===== src/rtl/sync_fifo_v2.sv =====
// Synchronous FIFO with count-derived status flags, sticky errors,
// and selectable standard or first-word-fall-through read timing.
module sync_fifo_v2 #(
  parameter  int FIFO_DEPTH = 16,
  parameter  int DATA_WIDTH = 32,
  parameter  bit FWFT       = 1'b0,
  localparam int CNT_WIDTH  = $clog2(FIFO_DEPTH + 1)
) (
  input  logic                  i_clk,
  input  logic                  i_rst,
  input  logic                  i_flush,
  input  logic                  i_valid_s,
  input  logic [DATA_WIDTH-1:0] i_datain,
  output logic                  o_ready_s,
  input  logic                  i_ready_m,
  output logic                  o_valid_m,
  output logic [DATA_WIDTH-1:0] o_dataout,
  input  logic [CNT_WIDTH-1:0]  i_almostfull_lvl,
  input  logic [CNT_WIDTH-1:0]  i_almostempty_lvl,
  output logic                  o_full,
  output logic                  o_almostfull,
  output logic                  o_empty,
  output logic                  o_almostempty,
  output logic [CNT_WIDTH-1:0]  o_count,
  output logic                  o_overflow,
  output logic                  o_underflow
);

  localparam int PTR_W = $clog2(FIFO_DEPTH);
  localparam logic [PTR_W-1:0] PTR_LAST = PTR_W'(FIFO_DEPTH - 1);
  localparam logic [CNT_WIDTH-1:0] CNT_MAX = CNT_WIDTH'(FIFO_DEPTH);

  logic [DATA_WIDTH-1:0] mem_q [FIFO_DEPTH];

  logic [PTR_W-1:0]     wr_ptr_q, wr_ptr_d;
  logic [PTR_W-1:0]     rd_ptr_q, rd_ptr_d;
  logic [CNT_WIDTH-1:0] count_q, count_d;
  logic                 ovf_q, ovf_d;
  logic                 udf_q, udf_d;
  logic                 push, pop;

  assign o_full        = (count_q == CNT_MAX);
  assign o_empty       = (count_q == '0);
  assign o_almostfull  = (count_q >= i_almostfull_lvl);
  assign o_almostempty = (count_q <= i_almostempty_lvl);
  assign o_ready_s     = !o_full;
  assign o_valid_m     = !o_empty;
  assign o_count       = count_q;
  assign o_overflow    = ovf_q;
  assign o_underflow   = udf_q;

  assign push = i_valid_s && !o_full;
  assign pop  = i_ready_m && !o_empty;

  always_comb begin
    wr_ptr_d = wr_ptr_q;
    rd_ptr_d = rd_ptr_q;
    count_d  = count_q;
    ovf_d    = ovf_q | (i_valid_s & o_full);
    // a push landing on an empty FIFO makes the pop merely early
    udf_d    = udf_q | (i_ready_m & o_empty & !i_valid_s);
    if (push) begin
      wr_ptr_d = (wr_ptr_q == PTR_LAST) ? '0 : wr_ptr_q + 1'b1;
    end
    if (pop) begin
      rd_ptr_d = (rd_ptr_q == PTR_LAST) ? '0 : rd_ptr_q + 1'b1;
    end
    unique case ({push, pop})
      2'b10:   count_d = count_q + 1'b1;
      2'b01:   count_d = count_q - 1'b1;
      default: count_d = count_q;
    endcase
    if (i_flush) begin
      wr_ptr_d = '0;
      rd_ptr_d = '0;
      count_d  = '0;
      ovf_d    = 1'b0;
      udf_d    = 1'b0;
    end
  end

  always_ff @(posedge i_clk or posedge i_rst) begin
    if (i_rst) begin
      wr_ptr_q <= '0;
      rd_ptr_q <= '0;
      count_q  <= '0;
      ovf_q    <= 1'b0;
      udf_q    <= 1'b0;
    end else begin
      wr_ptr_q <= wr_ptr_d;
      rd_ptr_q <= rd_ptr_d;
      count_q  <= count_d;
      ovf_q    <= ovf_d;
      udf_q    <= udf_d;
    end
  end

  always_ff @(posedge i_clk) begin
    if (push && !i_flush) begin
      mem_q[wr_ptr_q] <= i_datain;
    end
  end

  if (FWFT) begin : g_fwft
    assign o_dataout = mem_q[rd_ptr_q];
  end else begin : g_std
    logic [DATA_WIDTH-1:0] dout_q;

    always_ff @(posedge i_clk or posedge i_rst) begin
      if (i_rst) begin
        dout_q <= '0;
      end else if (pop && !i_flush) begin
        dout_q <= mem_q[rd_ptr_q];
      end
    end

    assign o_dataout = dout_q;
  end

endmodule


===== config.mk =====
export PLATFORM = sky130hd
export DESIGN_NAME = sync_fifo_v2
export DESIGN_NICKNAME = d
export VERILOG_FILES = /design/src/rtl/sync_fifo_v2.sv
export SDC_FILE = /design/constraint.sdc
export NUM_CORES = 1
export LEC_CHECK = 0
export BUFFER_PORTS_ARGS = -buffer_cell sky130_fd_sc_hd__buf_2
export CORE_ASPECT_RATIO = 0.5
export CORE_MARGIN = 10
export CORE_UTILIZATION = 61
export DETAILED_ROUTE_END_ITERATION = 10
export PLACE_DENSITY = 0.79
export REMOVE_ABC_BUFFERS = 1
export SLEW_MARGIN = 10
export SYNTH_ARGS = -nofsm -noshare
export SYNTH_HDL_FRONTEND = slang
export SYNTH_SLANG_ARGS = --single-unit

===== constraint.sdc =====
create_clock -name i_clk -period 5.02 [get_ports i_clk]
set_clock_uncertainty 0.2 [all_clocks]
set_input_delay 0 -clock i_clk [delete_from_list [all_inputs] [get_ports i_clk]]
set_output_delay 0 -clock i_clk [all_outputs]
set_load 0.01 [all_outputs]

==> impl_metrics.ini <==
[critical_path]
worstPathCellList = or4_4 -> o21ai_1 -> nor2_1 -> nand2_1 -> nor2_4
crit_required_ps = 4990
critical_path.max_fanout = 32
critPathTopFamily = simple AND/OR/NAND/NOR gates
critPathSlowestCell = nor2_4
cp.arrival_ps = 3170
start_kind = register
cpPeakStageDelay_ps = 1030
worst-setup-path-type = reg -> reg
rr_startpoint = o_count[1]
end_kind = register
startpoint = o_count[1]
worstPathBufferInverterCount = 0

[layout]
antenna_cells = 0
area_growth_pct = 13.4
multi_input_area_sq_um = 4900
drive_gt1_share_pct = 28.2
nets = 1223
final_cell_count_no_fill = 1670
n_fill_cell = 1927
layout.area.seq_sq_um = 16600
final_common_cell = edfxtp_1
layout_common_cells = edfxtp_1 (512), mux4_2 (128), buf_2 (91), mux2i_1 (66)

[global_routing]
antenna_found_initial = 0
grt_first_pass_wirelength_mm = 73.1
grt_pass1_vias = 11400
grt_max_degree = 57
grt_use_total_pct = 22.1
grt_overflow = 0

[placement]
post-place-cells = 1547
routabilityCongestion = 0.779
place.port_buffers = 91
dp_slack_ps = 1870
dp_hpwl_mm = 25.8

[outcome]
status = complete, no violations

[clock_network]
cts-root-buf = clkbuf_16
tritoncts = yes
insertion_delay_ps = 560
path_clk_slew_ps = 70
cts_resized = 0
cts.htree.levels = 2
cts_buffer_depth = 3
cts_sinks = 559
cts_made_buffers = 46
cts_setup_buffers = 0
holdBufCountCts = 38

[synthesis]
ys_types = 47
synth_edf_count = 512
async_reset_ff_share_pct = 8.41
syn_area_sq_um = 21700
syn_area_per_cell_sq_um = 21.3
synth_area_leaders = edfxtp_1 (71%), mux4_2 (13%), dfrtp_1 (5.4%), mux2i_1 (3.0%), o221ai_1 (1.3%)
yosys_warnings = 0
synth_cells = 1016
synth_top_area_share_pct = 70.9
ys_ff_latch = 559
synth_ff_type = edfxtp_1
seq_area_frac_synth_pct = 76.4
yosys.area.top_type = edfxtp_1

[floorplanning]
die_area_sq_um = 43900
initial_core_util_pct = 62.3
boundaryPins = 92
die_x_microns = 287
floorplan.core_area_sq_um = 34800
die_h_microns = 153
num_rows = 48

[pwr]
finalPower_w = 0.0107
vdd_drop_max_mv = 0.258
p_leak_nw = 8.00
powerDensity_nw_per_um2 = 437

[timing]
fmax_ghz = 0.312
relSlewSlack_pct = 16.4
fin_crit_ps = 3200
hold_viol_final = 0
setup_viol_count_final = 0
slew_violations = 0
hold_ws_ps = 17.6
rsz0062_at_grt = false
setup_slack_ps = 1820
worstMarginPinSlew_ps = 1250
timing.final.crit_share_pct = 63.8

[min_path]
hold_class = in -> async

[drt]
vias = 10900
drtPass1Iterations = 5
vias_per_cell = 6.53
drc_errors = 0
antenna_left = 0
drt_iter0_markers = 1318
wl_per_cell_microns = 29.2
drt-total-wl_mm = 48.8

[job]
max-cap-violations = 0
layout make-up:
class	count	share of cell area (%)
inverters	17	0.260
flip-flops and latches	559	67.4
clock inverters	22	0.621
multi-input cells	385	19.9
clock buffers	62	5.18
well taps	475	2.42
repair buffers	150	4.22
worst paths after layout:
check / to / depth (start not counted) / slack [ps]
worst max-delay path: mem_q[6][5] / 5 / 1820
worst min-delay path: o_dataout[30] / 4 / 20
worst max register to register: mem_q[6][5] / 5 / 1820
worst min register to register: o_dataout[19] / 2 / 290
max in group asynchronous: rd_ptr_q[1] / 4 / 4020
min in group i_clk: mem_q[7][17] / 2 / 180
routing by layer:
layer  share of wire (%)  vias up  global-route usage (%)  routed length (microns)
met1                  38     5653                    30.0                    18500
met3                  11       83                    5.62                     5290
met2                  49      683                    35.2                    23900
met5                   0        -                       0                        0
met4                 2.2        0                    6.49                     1090
li1                    -     4480                       -                        -
cells by family after synthesis:
| group | count (synthesis) | synth area share (%) |
|---|---|---|
| AOI/OAI and AO/OA | 67 | 2.33 |
| xor gates and xnor gates | 5 | 0.202 |
| adders and majority gates | 17 | 0.981 |
| buffers and inverters | 72 | 1.56 |
| DFF | 559 | 76.4 |
| muxes | 195 | 16.4 |
| and+or+nand+nor | 101 | 2.16 |
cells in the mapped netlist (2+ instances only):
cell type / instances
a21oi_1: 15
and2_1: 2
buf_1: 9
buf_2: 21
buf_4: 3
buf_6: 4
clkbuf_1: 18
dfrtp_1: 47
edfxtp_1: 512
ha_1: 17
inv_1: 15
mux2i_1: 66
mux4_2: 128
nand2_1: 47
nand2b_1: 3
nand3_1: 4
nor2_1: 27
nor2b_1: 3
nor3_1: 4
o211ai_1: 2
o21a_1: 4
o21ai_0: 4
o221ai_1: 32
or3_1: 3
xor2_1: 4
sequential cells by signal, summed over array words and instances (netlist names):
| name | cells |
|---|---|
| mem_q | 512 |
| o_dataout | 32 |
| o_count | 5 |
| rd_ptr_q | 4 |
| wr_ptr_q | 4 |
| o_overflow | 1 |
| o_underflow | 1 |
per-stage QoR:
step | TNS [ps] | area (sq um) | util [%]
2_1_floorplan | -44450 | 21400 | -
3_3_place_gp | 0 | 22700 | 65.4
3_5_place_dp | 0 | 22700 | 65.4
4_1_cts | 0 | 24600 | 70.6
5_1_grt | 0 | 24600 | 70.7
6_report | 0 | 24600 | 70.7
worst register-to-register path, delay by kind of cell (launching register included):
kind,cells,cell delay (ps)
simple gates,4,1850
flops,1,600
compound gates,1,150
power breakdown:
group	switching (W)	leakage, nW	internal [W]
sequential	0.000271	5.21	0.00528
clock	0.00161	0.698	0.00185
combinational	0.000926	2.09	0.000803
Note: power is estimated with default switching activity, not from simulation.
